==> src/rtl/ofd2_arb.sv <==
// ofd2_arb: round-robin arbiter serialising NREQ words MSB-first on D0, framed by D1.
// Optional macro OFD2_ARB_PARITY_EN appends an even-parity bit to every frame.
module ofd2_arb #(
    parameter int NREQ  = 4,
    parameter int WIDTH = 8
) (
    input  logic                  CK,
    input  logic                  RSTN,
    input  logic [NREQ-1:0]       REQ,
    input  logic [NREQ*WIDTH-1:0] DATA,
    output logic [NREQ-1:0]       GNT,
    output logic                  BUSY,
    output logic                  D0,
    output logic                  D1
);
    localparam int CW = $clog2(WIDTH) + 1;
    localparam int PW = $clog2(NREQ);
    localparam int SW = PW + 1;

    typedef enum logic [1:0] {IDLE, SHIFT, GAP} state_t;

    state_t           state_q, state_d;
    logic [PW-1:0]    ptr_q, ptr_d;
    logic [WIDTH-1:0] sh_q, sh_d;
    logic [CW-1:0]    cnt_q, cnt_d;
    logic [NREQ-1:0]  gnt_q, gnt_d;
    logic             busy_q, busy_d;
    logic             d0_q, d0_d;
    logic             d1_q, d1_d;
`ifdef OFD2_ARB_PARITY_EN
    logic             par_q, par_d;
`endif

    logic             found;
    logic [PW-1:0]    win;
    logic [SW-1:0]    sum;
    logic [WIDTH-1:0] win_word;

    // Search upward from the pointer, wrapping modulo NREQ.
    always_comb begin
        found = 1'b0;
        win   = '0;
        sum   = '0;
        for (int k = 0; k < NREQ; k++) begin
            sum = {1'b0, ptr_q} + SW'(k);
            if (sum >= SW'(NREQ)) sum = sum - SW'(NREQ);
            if (!found && REQ[sum[PW-1:0]]) begin
                found = 1'b1;
                win   = sum[PW-1:0];
            end
        end
        win_word = '0;
        for (int i = 0; i < NREQ; i++) begin
            if (win == PW'(i)) win_word = DATA[i*WIDTH +: WIDTH];
        end
    end

    always_comb begin
        state_d = state_q;
        ptr_d   = ptr_q;
        sh_d    = sh_q;
        cnt_d   = cnt_q;
        gnt_d   = '0;
        busy_d  = 1'b0;
        d0_d    = 1'b0;
        d1_d    = 1'b0;
`ifdef OFD2_ARB_PARITY_EN
        par_d   = par_q;
`endif
        unique case (state_q)
            IDLE: begin
                if (found) begin
                    state_d    = SHIFT;
                    sh_d       = win_word;
                    cnt_d      = '0;
                    gnt_d[win] = 1'b1;
                    busy_d     = 1'b1;
                    d1_d       = 1'b1;
                    d0_d       = win_word[WIDTH-1];
                    ptr_d      = (win == PW'(NREQ-1)) ? '0 : win + 1'b1;
`ifdef OFD2_ARB_PARITY_EN
                    par_d      = ^win_word;
`endif
                end
            end
            SHIFT: begin
                busy_d = 1'b1;
`ifdef OFD2_ARB_PARITY_EN
                if (cnt_q == CW'(WIDTH)) begin
                    state_d = GAP;
                end else if (cnt_q == CW'(WIDTH-1)) begin
                    cnt_d = cnt_q + 1'b1;
                    d0_d  = par_q;
                    d1_d  = 1'b1;
                end else begin
`else
                if (cnt_q == CW'(WIDTH-1)) begin
                    state_d = GAP;
                end else begin
`endif
                    // Rotate so the next bit sits in the MSB.
                    sh_d  = {sh_q[WIDTH-2:0], sh_q[WIDTH-1]};
                    cnt_d = cnt_q + 1'b1;
                    d0_d  = sh_q[WIDTH-2];
                    d1_d  = 1'b1;
                end
            end
            GAP: begin
                state_d = IDLE;
            end
            default: begin
                state_d = IDLE;
            end
        endcase
    end

    always_ff @(posedge CK or negedge RSTN) begin
        if (!RSTN) begin
            state_q <= IDLE;
            ptr_q   <= '0;
            sh_q    <= '0;
            cnt_q   <= '0;
            gnt_q   <= '0;
            busy_q  <= 1'b0;
            d0_q    <= 1'b0;
            d1_q    <= 1'b0;
`ifdef OFD2_ARB_PARITY_EN
            par_q   <= 1'b0;
`endif
        end else begin
            state_q <= state_d;
            ptr_q   <= ptr_d;
            sh_q    <= sh_d;
            cnt_q   <= cnt_d;
            gnt_q   <= gnt_d;
            busy_q  <= busy_d;
            d0_q    <= d0_d;
            d1_q    <= d1_d;
`ifdef OFD2_ARB_PARITY_EN
            par_q   <= par_d;
`endif
        end
    end

    assign GNT  = gnt_q;
    assign BUSY = busy_q;
    assign D0   = d0_q;
    assign D1   = d1_q;

endmodule

==> config.mk <==
export PLATFORM = sky130hd
export DESIGN_NAME = ofd2_arb
export DESIGN_NICKNAME = d
export VERILOG_FILES = /design/src/rtl/ofd2_arb.sv
export SDC_FILE = /design/constraint.sdc
export NUM_CORES = 1
export LEC_CHECK = 0
export CORE_MARGIN = 5
export CORE_UTILIZATION = 40
export DETAILED_ROUTE_END_ITERATION = 16
export DONT_BUFFER_PORTS = 1
export SLEW_MARGIN = 40
export SYNTH_ARGS = -nofsm -noshare
export SYNTH_HDL_FRONTEND = slang
export SYNTH_SLANG_ARGS = --single-unit
==> constraint.sdc <==
create_clock -name CK -period 2.7 [get_ports CK]
set_input_delay 0.27 -clock CK [delete_from_list [all_inputs] [get_ports CK]]
set_output_delay 0.27 -clock CK [all_outputs]
set_load 0.05 [all_outputs]
# Word level (Yosys, flattened, before mapping)

Cells that the tools add are included.

Bits of input ports: 38
Register bits: 23
Word-level logic and storage cells: 93

Reduce and logical (&&, ||, !) cells: 13
Multiplexer cells: 45
Magnitude comparators: 10
Add/subtract/negate cells: 9
Equality and inequality tests: 8

Operators by type and width:

| kind                                                 | count |
|---|---|
| 2-to-1 mux 8 bit                                     | 6 |
| 2-to-1 mux 2 bit                                     | 11 |
| 2-to-1 mux 4 bit                                     | 4 |
| case mux 8 bit (2 select lines)                      | 1 |
| < comparator 2 x 3 -> 1 bit (second input constant)  | 5 |
| 2-to-1 mux 1 bit                                     | 13 |
| >= comparator 3 bit (second input constant)          | 3 |
| binary-select mux 1 bit (select 2 bit)               | 4 |
| case mux 4 bit (2 select lines)                      | 1 |
| subtractor 2 x 1 -> 2 bit (second input constant)    | 4 |
| adder 2 x 2 -> 3 bit (second input constant)         | 2 |
| inequality test 2 bit (second input constant)        | 3 |
| case mux 1 bit (2 select lines)                      | 3 |
| adder 4 x 1 -> 4 bit (second input constant)         | 1 |
| == test 2 x 1 -> 1 bit (second input constant)       | 2 |
| == test 2 bit (second input constant)                | 2 |
| == test 4 x 3 -> 1 bit (second input constant)       | 1 |
| logical AND 1 bit                                    | 4 |
| logical NOT 2 bit                                    | 2 |
| case mux 2 bit (2 select lines)                      | 1 |
| AND reduction 2 bit                                  | 2 |
| adder 2 x 1 -> 3 bit (second input constant)         | 1 |
| >= comparator 2 x 3 -> 1 bit (second input constant) | 1 |
| logical NOT 1 bit                                    | 3 |
| other kinds (5)                                      | 5 |

# Longest topological paths before layout

Gate-level depths: netlist (run 1).

Depth after elaboration: 21
Depth in mapped cells: 10
Depth with buffers taken out: 9

# Worst setup path after synthesis (run 1)

Ideal clock, no wire load.

Kind: register to register
Start: register ptr_q[0]
End: register sh_q[7]
Clock period less this slack: 2.166 ns
Arrival: 2.047 ns
Setup time: 0.119 ns
Data required time: 2.581 ns
Stages on the path, launching flop included: 10
Path buffers: 1
Setup slack: 0.534 ns
Cells stage by stage: dfrtp_1 inv_1 a221oi_1 o22ai_1 ha_1 clkbuf_1 and3b_1 a2111oi_0 o31ai_1 a21o_2

Cells in the longest elaborated chain, start to end: 21
Elaborated cells between the ends (all ways): 49
Those cells by class: 7 x add/sub; 4 x order compare; 4 x eq/ne; 26 x mux; 8 x reduce/logical

Ends and longest elaborated chain:

| item                                                                          | line | RTL |
|---|---|---|
| from (decl)                                                                   | 23   | `logic [PW-1:0] ptr_q, ptr_d;` |
| from (signal assigned)                                                        | 132  | `ptr_q <= ptr_d;` |
| parallel branches: the longest is 21 deep, another holds adder 2 x 1 -> 3 bit | -    |  |
| to (signal assigned)                                                          | 121  | `sh_q <= '0;` |
| to (signal assigned)                                                          | 133  | `sh_q <= sh_d;` |
| to (decl)                                                                     | 24   | `logic [WIDTH-1:0] sh_q, sh_d;` |

Parallel ways; which one is timed is not known. The select of a mux whose other input is x is not followed.
A chain may end at the register's enable or synchronous reset.

# Worst setup path after layout (run 1)

Ends and elaborated chain as after synthesis.

==> summary.md, run 1 <==
The tools report the number of CTS-inserted buffers as 3. The clock period could shrink to 2.43 ns. Of the cells placed in the final design, the portion with a size suffix greater than 1 is 13.9%.

Of the available clock period, the critical path in the final layout requires 90.2%. TritonCTS built the clock tree. In the layout the commonest cells are sky130_fd_sc_hd__dfrtp_1 (23), sky130_fd_sc_hd__nand2_1 (17), sky130_fd_sc_hd__a21oi_1 (16). For the initial antenna violation count, the log shows 0. The repair_antennas step left the layout with diodes totalling 0. The category of the worst setup path launch point is a flip-flop.

The net count of the finished layout is 195. The clock latency reported for the late side of the worst-skew pair was 0.30 ns; the initial core utilization was 40.8%. The number of buffers added to fix hold violations after cts is 1, and the post-DP HPWL is 2350 um. After synthesis, the mean cell area works out to 8.89 um^2. The clock arrives with 0.00241 ns of skew. The total overflow left after global routing is 0.

STA puts the critical path data required time at 2.91 ns. Summing the areas of all and, or, nand and nor instances in the mapped netlist gives 17.6% of the synthesized area. From synthesis to final layout, the design area changed by 5.18%.

In this run the tightest slew margin relative to its limit is 64.2%. The tools report the first-pass iteration count of the detailed router as 4. For the worst setup path, the data arrival time is 2.64 ns.

The vertical die dimension works out to 68.1 um. The maximum number of pins on one net before global-route repair is 24. The run gives 1,096 as the via count. Cells fill 42.9% of the core in the end. The type of the worst setup path was reg2reg.

The transition at the pin with the smallest max-transition slack was 0.536 ns; the parity-gate share of the synthesized area counting xor and xnor cells was 1.30%. The maximum net fanout on the critical path is 15. Across every metal layer, demand over resource in global routing totals 13.8%. The worst setup path is captured at a flip-flop.

The first-pass GRT wire length was 4840 um; the number of distinct library cell variants in the gate-level netlist after synthesis was 34. The die is 68.1 um wide. The run gives 0 as the count of endpoints failing hold in the final timing report.

Buffers added to address setup during post-CTS repair amount to 0. For the maximum VDD drop, the log shows 0.491 mV. CTS placed an instance of sky130_fd_sc_hd__clkbuf_4 at the clock tree root. The min-delay analysis places its worst path in the category in2reg. Setup violations remaining at the end of the flow were counted as 0. Summing the areas of all compound-gate instances in the mapped netlist gives 25.8% of the synthesized area.

Across all setup checks in the final design, the least slack found is 0.265 ns. Setup repair after global routing left no endpoint under its margin. Cell area after placement: 0.00138 mm^2.

Dividing total power by cell area gives a power density of 1130 mW/mm^2. In the final routed layout, each cell accounts on average for 15.1 um. The row count is 21. The design area came out at 0.00142 mm^2.

The sequential fraction of the synthesis area came out at 42.6%. The number of global-route vias before repair came out at 1,054. The flow ran to the end, and the final reports show no timing, DRC or antenna violations. Length in cells of the worst reg-to-reg path: 10.

The logs give 0.645 nW for the leakage dissipation and 2970 um for the total wire length after detailed routing. The synthesized netlist devotes 4.63% of its cell area to adder and majority cells. The tools report the area of the placeable core as 0.00331 mm^2. Once detail routing completed, the nets flagged for antenna violations numbered 0. The clock drives 23 sinks. For this design the top-level I/O count stands at 45. The depth of the CTS H-tree was 1. After technology mapping, the gate count stands at 152. In this run, post-CTS repair resized a total of 0 instances. The CTS clock-pin slew for the worst setup and hold paths was 0.12 ns. The dominant combinational cell family by area after synthesis is compound AO/OA/AOI/OAI gates. After synthesis the cells add up to 0.00135 mm^2. The last weighted congestion value of the routability-driven placer was 0.703; the count of final max-slew check failures was 0.

The number of flip-flops and latches in the synthesized netlist came out at 23. For this run, the number of Yosys warnings is 0. The minimum setup slack after placement is 0.325 ns, and the total of max-cap violations is 0. Using the TritonRoute via totals, the vias-per-cell ratio works out to 5.56. Based on the critical path, the design can be clocked at up to 411 MHz. The number of nets produced by synthesis was 195.

The run gives 0 as the DRC violation count after routing. Along the worst hold path, the cell count comes to 2. For the detailed router's first-iteration violation count, the log shows 36.

For the number of buffers between clock root and the deepest sink, the log shows 2. The completed layout was analyzed and its total power is 1.61 mW. Leaving out fill and tap cells, the most frequent cell in the layout is sky130_fd_sc_hd__dfrtp_1. The fill cell instance count of the final layout is 339, and the number of buffers added on ports is 0. Multiplexer cells account for 0% of the synthesized area.

The full die area is 0.00464 mm^2, and the final total negative setup slack is 0 ns.
synthesized netlist by cell type:
cell | count | area share [%]
sky130_fd_sc_hd__dfrtp_1 | 23 | 43
sky130_fd_sc_hd__nand2_1 | 17 | 4.7
sky130_fd_sc_hd__a21oi_1 | 16 | 5.9
sky130_fd_sc_hd__inv_1 | 13 | 3.6
sky130_fd_sc_hd__nor2_1 | 13 | 3.6
sky130_fd_sc_hd__a221oi_1 | 9 | 5.8
sky130_fd_sc_hd__clkbuf_1 | 8 | 2.2
sky130_fd_sc_hd__o31ai_1 | 8 | 4.4
sky130_fd_sc_hd__o21ai_0 | 7 | 2.6
sky130_fd_sc_hd__ha_1 | 5 | 4.6
sky130_fd_sc_hd__and3_2 | 4 | 2.2
sky130_fd_sc_hd__nand3_1 | 3 | 1.1
sky130_fd_sc_hd__buf_6 | 2 | 1.7
sky130_fd_sc_hd__inv_2 | 2 | 0.56
sky130_fd_sc_hd__nor2b_1 | 2 | 0.93
sky130_fd_sc_hd__xor2_1 | 2 | 1.3
sky130_fd_sc_hd__a2111oi_0 | 1 | 0.65
sky130_fd_sc_hd__a21o_2 | 1 | 0.65
sky130_fd_sc_hd__a22oi_4 | 1 | 1.6
sky130_fd_sc_hd__a32o_1 | 1 | 0.74
sky130_fd_sc_hd__and2_2 | 1 | 0.56
sky130_fd_sc_hd__and3_1 | 1 | 0.46
sky130_fd_sc_hd__and3b_1 | 1 | 0.65
sky130_fd_sc_hd__nand2_2 | 1 | 0.46
sky130_fd_sc_hd__nand2b_1 | 1 | 0.46
sky130_fd_sc_hd__nand3b_2 | 1 | 0.83
sky130_fd_sc_hd__nor4bb_1 | 1 | 0.74
sky130_fd_sc_hd__o21a_1 | 1 | 0.56
sky130_fd_sc_hd__o21ai_1 | 1 | 0.37
sky130_fd_sc_hd__o21ai_2 | 1 | 0.65
sky130_fd_sc_hd__o22a_1 | 1 | 0.65
sky130_fd_sc_hd__o22ai_1 | 1 | 0.46
sky130_fd_sc_hd__o32a_1 | 1 | 0.74
sky130_fd_sc_hd__or4_4 | 1 | 0.83
metrics by stage:
stage | hold slack, ns | std cells
finish | 0.171 | 197
global route | 0.168 | 197
CTS | 0.166 | 196
detailed placement | -0.0247 | 191
global placement | -0.0249 | 191
floorplan | -0.0256 | 152
cell families after synthesis:
family / after synthesis
adder cells (fa/ha/maj): 5
buffers and inverters: 25
AND/OR/NAND/NOR: 47
flip-flops: 23
XOR/XNOR: 2
AO/OA/AOI/OAI: 50
registers in the layout, indices dropped and copies added (netlist names):
name / flops
BUSY: 1
D0: 1
D1: 1
GNT: 4
cnt_q: 4
ptr_q: 2
sh_q: 8
state_q: 2
path summary, 6_finish.rpt:
| path | startpoint | end | slack [ns] |
|---|---|---|---|
| max in group asynchronous | RSTN | sh_q[4] | 1.92 |
| min in group asynchronous | RSTN | BUSY | 0.45 |
| max reg2reg | ptr_q[0] | sh_q[7] | 0.27 |
| max | ptr_q[0] | sh_q[7] | 0.27 |
| min | DATA[31] | D0 | 0.17 |
| min reg2reg | sh_q[1] | sh_q[1] | 0.49 |
critical path: stages (launching register included):
cell and delay (ns):
sky130_fd_sc_hd__dfrtp_1 0.37, sky130_fd_sc_hd__inv_1 0.08, sky130_fd_sc_hd__a221oi_1 0.35, sky130_fd_sc_hd__o22ai_1 0.22, sky130_fd_sc_hd__inv_1 0.13, sky130_fd_sc_hd__ha_1 0.18
sky130_fd_sc_hd__buf_4 0.19, sky130_fd_sc_hd__nor4bb_1 0.07, sky130_fd_sc_hd__a2111oi_0 0.41, sky130_fd_sc_hd__o31ai_1 0.15, sky130_fd_sc_hd__a21o_2 0.20
metal layers:
metal	up-vias	GRT usage (%)	wire length (um)
li1	531	-	-
met1	515	17.2	1310
met2	48	23.6	1440
met3	2	2.96	193
met4	0	4.47	32
met5	-	0	0
layout make-up:
type                            instances  area [um^2]  area share [%]
Clock buffer                            3         22.5            1.58
Clock inverter                          1         5.00           0.352
Inverter                               15         56.3            3.96
Multi-Input combinational cell        104          667            46.9
Sequential cell                        23          576            40.5
Tap cell                               46         57.6            4.05
Timing Repair Buffer                    5         37.5            2.64
report_power, final:
| group | internal [mW] | leakage, nW | switching [mW] |
|---|---|---|---|
| Clock | 0.0552 | 0.0177 | 0.0976 |
| Combinational | 0.328 | 0.347 | 0.454 |
| Sequential | 0.489 | 0.280 | 0.187 |
(Power assumes the default switching activity.)
==> run 2, diff against run 1 <==
ABC_AREA = 1   (was default)
PLACE_DENSITY = 0.56   (was default)
==> summary.md, run 2 <==
The cell seen most often among critical-path stages was sky130_fd_sc_hd__nand2_1. The initial antenna violation count came out at 1. The tightest min-delay check is of the in2async type.

The run gives 2 as the number of buffers between clock root and the deepest sink. In this run, the number of DRC markers left after iteration 0 of detailed routing was 82. The number of nets produced by synthesis is 285, and the chip width is 73.7 um. The region available for standard cell placement spans 0.00397 mm^2. The register-to-register setup slack is 0.19 ns. The CTS clock-pin slew for the worst setup and hold paths was 0.08 ns. The run gives 3 as the number of CTS-inserted buffers.

Relative to the synthesized area, the layout overhead comes to 9.48%. The tools report the number of endpoints failing setup at the final stage as 0. The number of enable flip-flop cells after synthesis is 0.

Using the TritonRoute via totals, the vias-per-cell ratio works out to 5.11. For this run, the top clock speed supported by timing is 399 MHz. The detail route stage leaves a number of antenna-violating nets equal to 0.

Sorting the synthesized cells by how often they occur yields sky130_fd_sc_hd__nand2_1 (81), sky130_fd_sc_hd__nand3_1 (36), sky130_fd_sc_hd__nor2_1 (31). The final reports fail on hold timing. The top-level I/O count is 45. The layout cell share with drive strength beyond 1 works out to 15.2%. The worst path required time is 2.87 ns. In the post-synthesis netlist, the biggest area contributors are sky130_fd_sc_hd__dfrtp_1 (35%), sky130_fd_sc_hd__nand2_1 (19%), sky130_fd_sc_hd__nand3_1 (11%).

Summed over all nets, the half-perimeter wirelength after detailed placement is 2940 um. The slowest stage of the critical path belongs to the cell sky130_fd_sc_hd__dfrtp_2. Synthesis instantiated 27 different standard cells from the library. Dividing the detail-routed wire length by the instance count gives 13.7 um. The register with the most flip-flops in the layout has 8 of them. The run gives 0.00543 mm^2 as the full die area.

The top cell types in the final layout, fill and taps aside, are sky130_fd_sc_hd__nand2_1 (81), sky130_fd_sc_hd__nand3_1 (35), sky130_fd_sc_hd__nor2_1 (31). Counting every sink on the clock net gives 23. In the finished design, the share of the clock period the worst path needs comes to 92.9%. In this run the vertical extent of the chip is 73.7 um. TritonCTS built the clock tree. For this run, the total global-route usage over all layers was measured as 15.5%.

The run finished, with violations left. The category of the worst setup path launch point is a flip-flop. Type of the worst setup path: reg2reg. The maximum clock skew at final layout was 0.00224 ns; the maximum number of pins on one net before global-route repair was 24.

The most common cell in the synthesized netlist is sky130_fd_sc_hd__nand2_1. Across the run, the number of max-cap violations was 0. In this run the worst path has a maximum fanout of 7.

Once layout is complete, the utilization of the core stands at 44.7%. The logs give 0 for the DRC violation count after routing and 40.9% for the initial core utilization. For this run, the slowest stage of the critical path takes 0.44 ns. For this block, the via count after detailed routing is 1,506.

The post-layout net count is 288, and the synthesized instance count is 242. For this run, the number of Yosys warnings is 0. The mapped netlist covers 0.00162 mm^2.

The first-pass GRT wire length was 6400 um. The run gives 1 as the depth of the CTS H-tree. The largest total area in the synthesized netlist belongs to sky130_fd_sc_hd__dfrtp_1. Row generation in the floorplan step produced 23 rows. At the end of routability-driven placement, the weighted congestion stood at 0.819. Synthesis inferred 23 register bits. The worst pin sits at a relative slew slack of 62.3%.

A synthesized cell averages 6.71 um^2. The signal on the critical path passes through buf_4 -> nand2_1 -> nand2_1 -> nand2_1 -> nand2_2 -> nor2_4 -> nand3_4 -> nand3_2 -> inv_1 -> ha_2 -> buf_4 -> a21oi_1 -> nand2_1 -> nand2_1 -> a31oi_1 -> nand3_1 -> nand2_1. The clock reaches the later pin of the worst-skew pair after 0.27 ns.

Counting flops with an async set or reset pin after synthesis yields a share of 100%. Setup repair after global routing left no endpoint under its margin. The tools report the sort of element at the end of the critical path as a flip-flop. The fill cell instance count of the final layout is 416. Summed over its instances, the top area cell type makes up 35.5% of the synthesized netlist area. The transition at the pin with the smallest max-transition slack was 0.563 ns. The worst path in the final design needs a cycle of 2.51 ns, including I/O delays and setup. For the count of endpoints failing hold in the final timing report, the log shows 23. The most common cell after layout, fill and taps aside is sky130_fd_sc_hd__nand2_1. The run gives 0 as the count of final max-slew check failures. Global routing finished with a remaining overflow of 0. The CTS root buffer was sky130_fd_sc_hd__clkbuf_8. The first TritonRoute pass finished after 4 iterations. The flip-flop cell with the highest count after synthesis was sky130_fd_sc_hd__dfrtp_1. The tools report the total wire length after detailed routing as 4040 um. The sequential fraction of the synthesis area is 35.5%, and the final total negative setup slack is 0 ns. For the number of global-route vias before repair, the log shows 1,426.

The final worst hold slack is -0.0291 ns. The register with the highest flop count was sh_q. At the worst endpoint, the arrival time is 2.67 ns. The count of buffers added on input and output ports is 0.
## run 2: logic make-up (layout without fill, tap and decap cells)
logic type	count (synthesis)	count (layout)	share of synthesized area, %
fa+ha+maj	5	5	3.86
simple gates	163	163	44.5
flops	23	23	35.5
other cells	0	1	0
xor+xnor	2	2	1.08
compound gates	17	17	6.17
buf+inv	32	34	8.94
## run 2: worst paths after layout
kind,cells past startpoint,from,end
worst max-delay path,17,ptr_q[0],sh_q[4]
worst min-delay path,1,RSTN,cnt_q[2]
worst max register to register,17,ptr_q[0],sh_q[4]
worst min register to register,2,sh_q[2],sh_q[2]
max in group asynchronous,1,RSTN,ptr_q[0]
min in group CK,4,DATA[30],sh_q[6]
## run 2: metal layers
layer  wire length, um  up-vias  global-route usage, %
li1                  -      774                      -
met1              1860      679                   21.0
met2              1810       45                   22.4
met3               244        8                   3.97
met4               121        0                   8.25
met5                 0        -                      0
## run 2: cell type report
| class | count | area [um^2] | share of cell area (%) |
|---|---|---|---|
| timing repair inverter | 2 | 15.0 | 0.845 |
| timing repair buffer | 6 | 42.5 | 2.39 |
| clock inverter | 1 | 5.00 | 0.282 |
| multi-input combinational | 187 | 941 | 53.0 |
| tap | 50 | 62.6 | 3.52 |
| sequential | 23 | 577 | 32.5 |
| clock buffer | 3 | 41.3 | 2.32 |
| inverter | 22 | 90.1 | 5.07 |
| antenna | 1 | 2.50 | 0.141 |
## run 2: per-stage QoR
stage / hold WS (ns) / area (um^2) / setup slack [ns] / instances
final: -0.0291 / 1780 / 0.192 / 295
after global routing: 0.0211 / 1780 / 0.00130 / 295
after CTS: 0.269 / 1710 / 0.115 / 291
after detailed placement: -0.0249 / 1650 / 0.146 / 286
after global placement: -0.0249 / 1650 / 0.204 / 286
after floorplan: -0.0256 / 1620 / 0.389 / 242
## run 2: worst max-delay path: cells and delay by family, from the launching register on
family / cells / cell delay (ns)
buffers and inverters: 3 / 0.40
AO/OA/AOI/OAI: 2 / 0.19
AND/OR/NAND/NOR: 11 / 1.14
flip-flops: 1 / 0.44
adder cells (fa/ha/maj): 1 / 0.23
## run 2: what timing repair did
item	CTS	global route
hold endpoints to repair	23	0
gates resized for setup	0	13
buffers inserted	0	1
setup endpoints to repair	0	9
hold buffers	1	0
Power of run 2 is left out: the tool's default activity adds up to more than one toggle a clock period on the data nets, which glitch-free logic cannot reach.
==> run 3, diff against run 2 <==
clock period = 3.2 ns   (was 2.7 ns; I/O delays follow)
==> summary.md, run 3 (synthesis gave the netlist of run 2 again) <==
Count of final max-slew check failures: 0. The clock passes through at most 2 buffers. The logs give 0 for the DRC violation count after routing and 283 for the post-layout net count. The chip width works out to 73.7 um. Across the run, the number of max-cap violations was 0. 45 I/O pins were placed.

The detailed router's first-iteration violation count came out at 63. Entering global routing, the biggest net connects 24 pins. The maximum clock skew at final layout was 0.00758 ns. In this run the vertical extent of the chip is 73.7 um. The congestion estimate from routability-driven global placement came to 0.764. Buffers placed on the I/O ports in this run total 0. The floorplan has 23 rows.

The worst setup path is of the reg2reg kind. The tools report the launching instance or port of the critical path as ptr_q[0]. Clock tree synthesis inserted a total of 3 buffers. Final total negative setup slack: 0 ns. The worst pin sits at a relative slew slack of 61.7%. Global routing used 15.1% of the available tracks across all layers. The mean routed wirelength per cell works out to 13.2 um. Wires add up to 3820 um. Initial core utilization: 40.9%. The register with the highest flop count was sh_q.

The tools report the first-pass iteration count of the detailed router as 6. The number of cells on the worst reg-to-reg path is 17. Counting both buffers and inverters, the worst setup path holds a total of 4. The tools report the full die area as 0.00543 mm^2. For this run, the top clock speed supported by timing is 356 MHz.

The tools report the last element of the critical path as D0. In the layout the commonest cells are sky130_fd_sc_hd__nand2_1 (81), sky130_fd_sc_hd__nand3_1 (36), sky130_fd_sc_hd__nor2_1 (31). The layout cell share with drive strength beyond 1 is 9.62%, and the vias per cell is 5.01.

The signal on the critical path passes through inv_2 -> nand2_1 -> nand3_1 -> nand2_1 -> nor2_4 -> nand3_1 -> nand3_1 -> nand2_1 -> inv_1 -> ha_1 -> clkinv_1 -> o211ai_1 -> nand2_1 -> nand3_1 -> nand2_1 -> nand3_1 -> inv_1. For the worst setup path, the data required time is 3.36 ns. TritonCTS built the clock tree. The via count is 1,454, and the worst stage delay on the critical path is 0.50 ns. The number of flip-flops under the largest register name came out at 8.

The post-DP HPWL came out at 2870 um. The transition at the pin with the smallest max-transition slack came out at 0.573 ns. Data arrives at the worst endpoint at 2.97 ns.

The critical path crosses 17 cells after its start point. The slowest stage of the critical path belongs to the cell sky130_fd_sc_hd__dfrtp_2. Compared with the post-synthesis result, the final layout area differs by 5.40%.

At the later pin of the worst-skew pair, clock insertion delay measures 0.27 ns. Of the available clock period, the critical path in the final layout requires 87.7%. The worst register-to-register path ends at D0.

Setup repair after global routing left no endpoint under its margin. The cell type group with the largest total delay on the critical path is simple AND/OR/NAND/NOR gates. STA classifies the critical path endpoint as a flip-flop. The path class of the tightest hold or removal check is in2reg. The region available for standard cell placement spans 0.00397 mm^2. In this run the critical register-to-register path is launched from ptr_q[0]. The maximum net fanout on the critical path came out at 11. For the finished layout, the period the worst path requires is 2.81 ns. Number of endpoints failing setup at the final stage: 0. STA classifies the critical path startpoint as a flip-flop. The design area is 0.00171 mm^2, and the clock sink count is 23. The multi-input combinational cells in the finished layout cover a total of 902 um^2. The CTS clock-pin slew for the worst setup and hold paths was 0.09 ns. For the initial antenna violation count, the log shows 1.

For this run the aggregate overflow at the end of global routing stands at 0. CTS root buffer: sky130_fd_sc_hd__clkbuf_8. The number of nets still failing antenna checks after routing is 0. For the count of endpoints failing hold in the final timing report, the log shows 0. Summing all flip-flop and latch instances after layout gives 577 um^2. The first global-routing pass estimated 6350 um of wire. The register-to-register setup slack is 0.39 ns. The run finished with clean final reports.

The logs give 1,387 for the number of global-route vias before repair and 0.00163 mm^2 for the cell area after placement. The most common cell after layout, fill and taps aside was sky130_fd_sc_hd__nand2_1. For the depth of the CTS H-tree, the log shows 1. For the fill cell instance count of the final layout, the log shows 425.
run 3: cell types whose count changed in the layout (fill, tap and decap cells not counted), sizes merged:
cell         before  now
clkinvlp          4    0
clkinv            1    3
buf               6    2
dlygate4sd3       0    1
run 3: layer usage:
layer	GRT usage [%]	wire length [um]	vias to the layer above	part of all wire [%]
li1	-	-	764	-
met1	21.2	1840	644	48
met2	22.6	1680	42	44
met3	3.69	251	4	6.6
met4	5.03	51	0	1.3
met5	0	0	-	0
run 3: worst min path at each step:
stage	start	end	slack, ns	cells after the start
after global routing	DATA[28]	sh_q[4]	0.33	4
after floorplan	RSTN	BUSY	0.02	0
after CTS	DATA[30]	sh_q[6]	0.32	4
after detailed placement	RSTN	cnt_q[1]	0.03	0
after global placement	RSTN	cnt_q[0]	0.03	0
final	DATA[28]	sh_q[4]	0.32	4
run 3: layout make-up:
| class | count | area share [%] |
|---|---|---|
| Clock inverter | 1 | 0.293 |
| Antenna cell | 1 | 0.146 |
| Tap cell | 50 | 3.66 |
| Inverter | 22 | 4.83 |
| Timing Repair Buffer | 3 | 2.19 |
| Sequential cell | 23 | 33.7 |
| Multi-Input combinational cell | 187 | 52.7 |
| Clock buffer | 3 | 2.41 |
run 3: stage by stage:
stage | hold WS, ns | worst slack (ns) | utilization, % | cells
floorplan | 0.0244 | 0.889 | - | 242
global placement | 0.0252 | 0.366 | 41.1 | 283
detailed placement | 0.0253 | 0.325 | 41.1 | 283
CTS | 0.316 | 0.305 | 43.0 | 289
global route | 0.333 | 0.0288 | 43.1 | 290
finish | 0.324 | 0.394 | 43.1 | 290
run 3: worst min-delay path: cells and delay by family:
kind	cells	cell delay (ns)
compound gates	1	0.07
simple gates	3	0.16
run 3: what timing repair did:
action                                 4_1_cts  5_1_grt
hold buffers                                 2        0
resized for setup                            0        1
setup endpoints to repair                    0        7
endpoints found under the hold margin       23        0
setup buffers                                0        0
Power of run 3 is left out for the same reason.
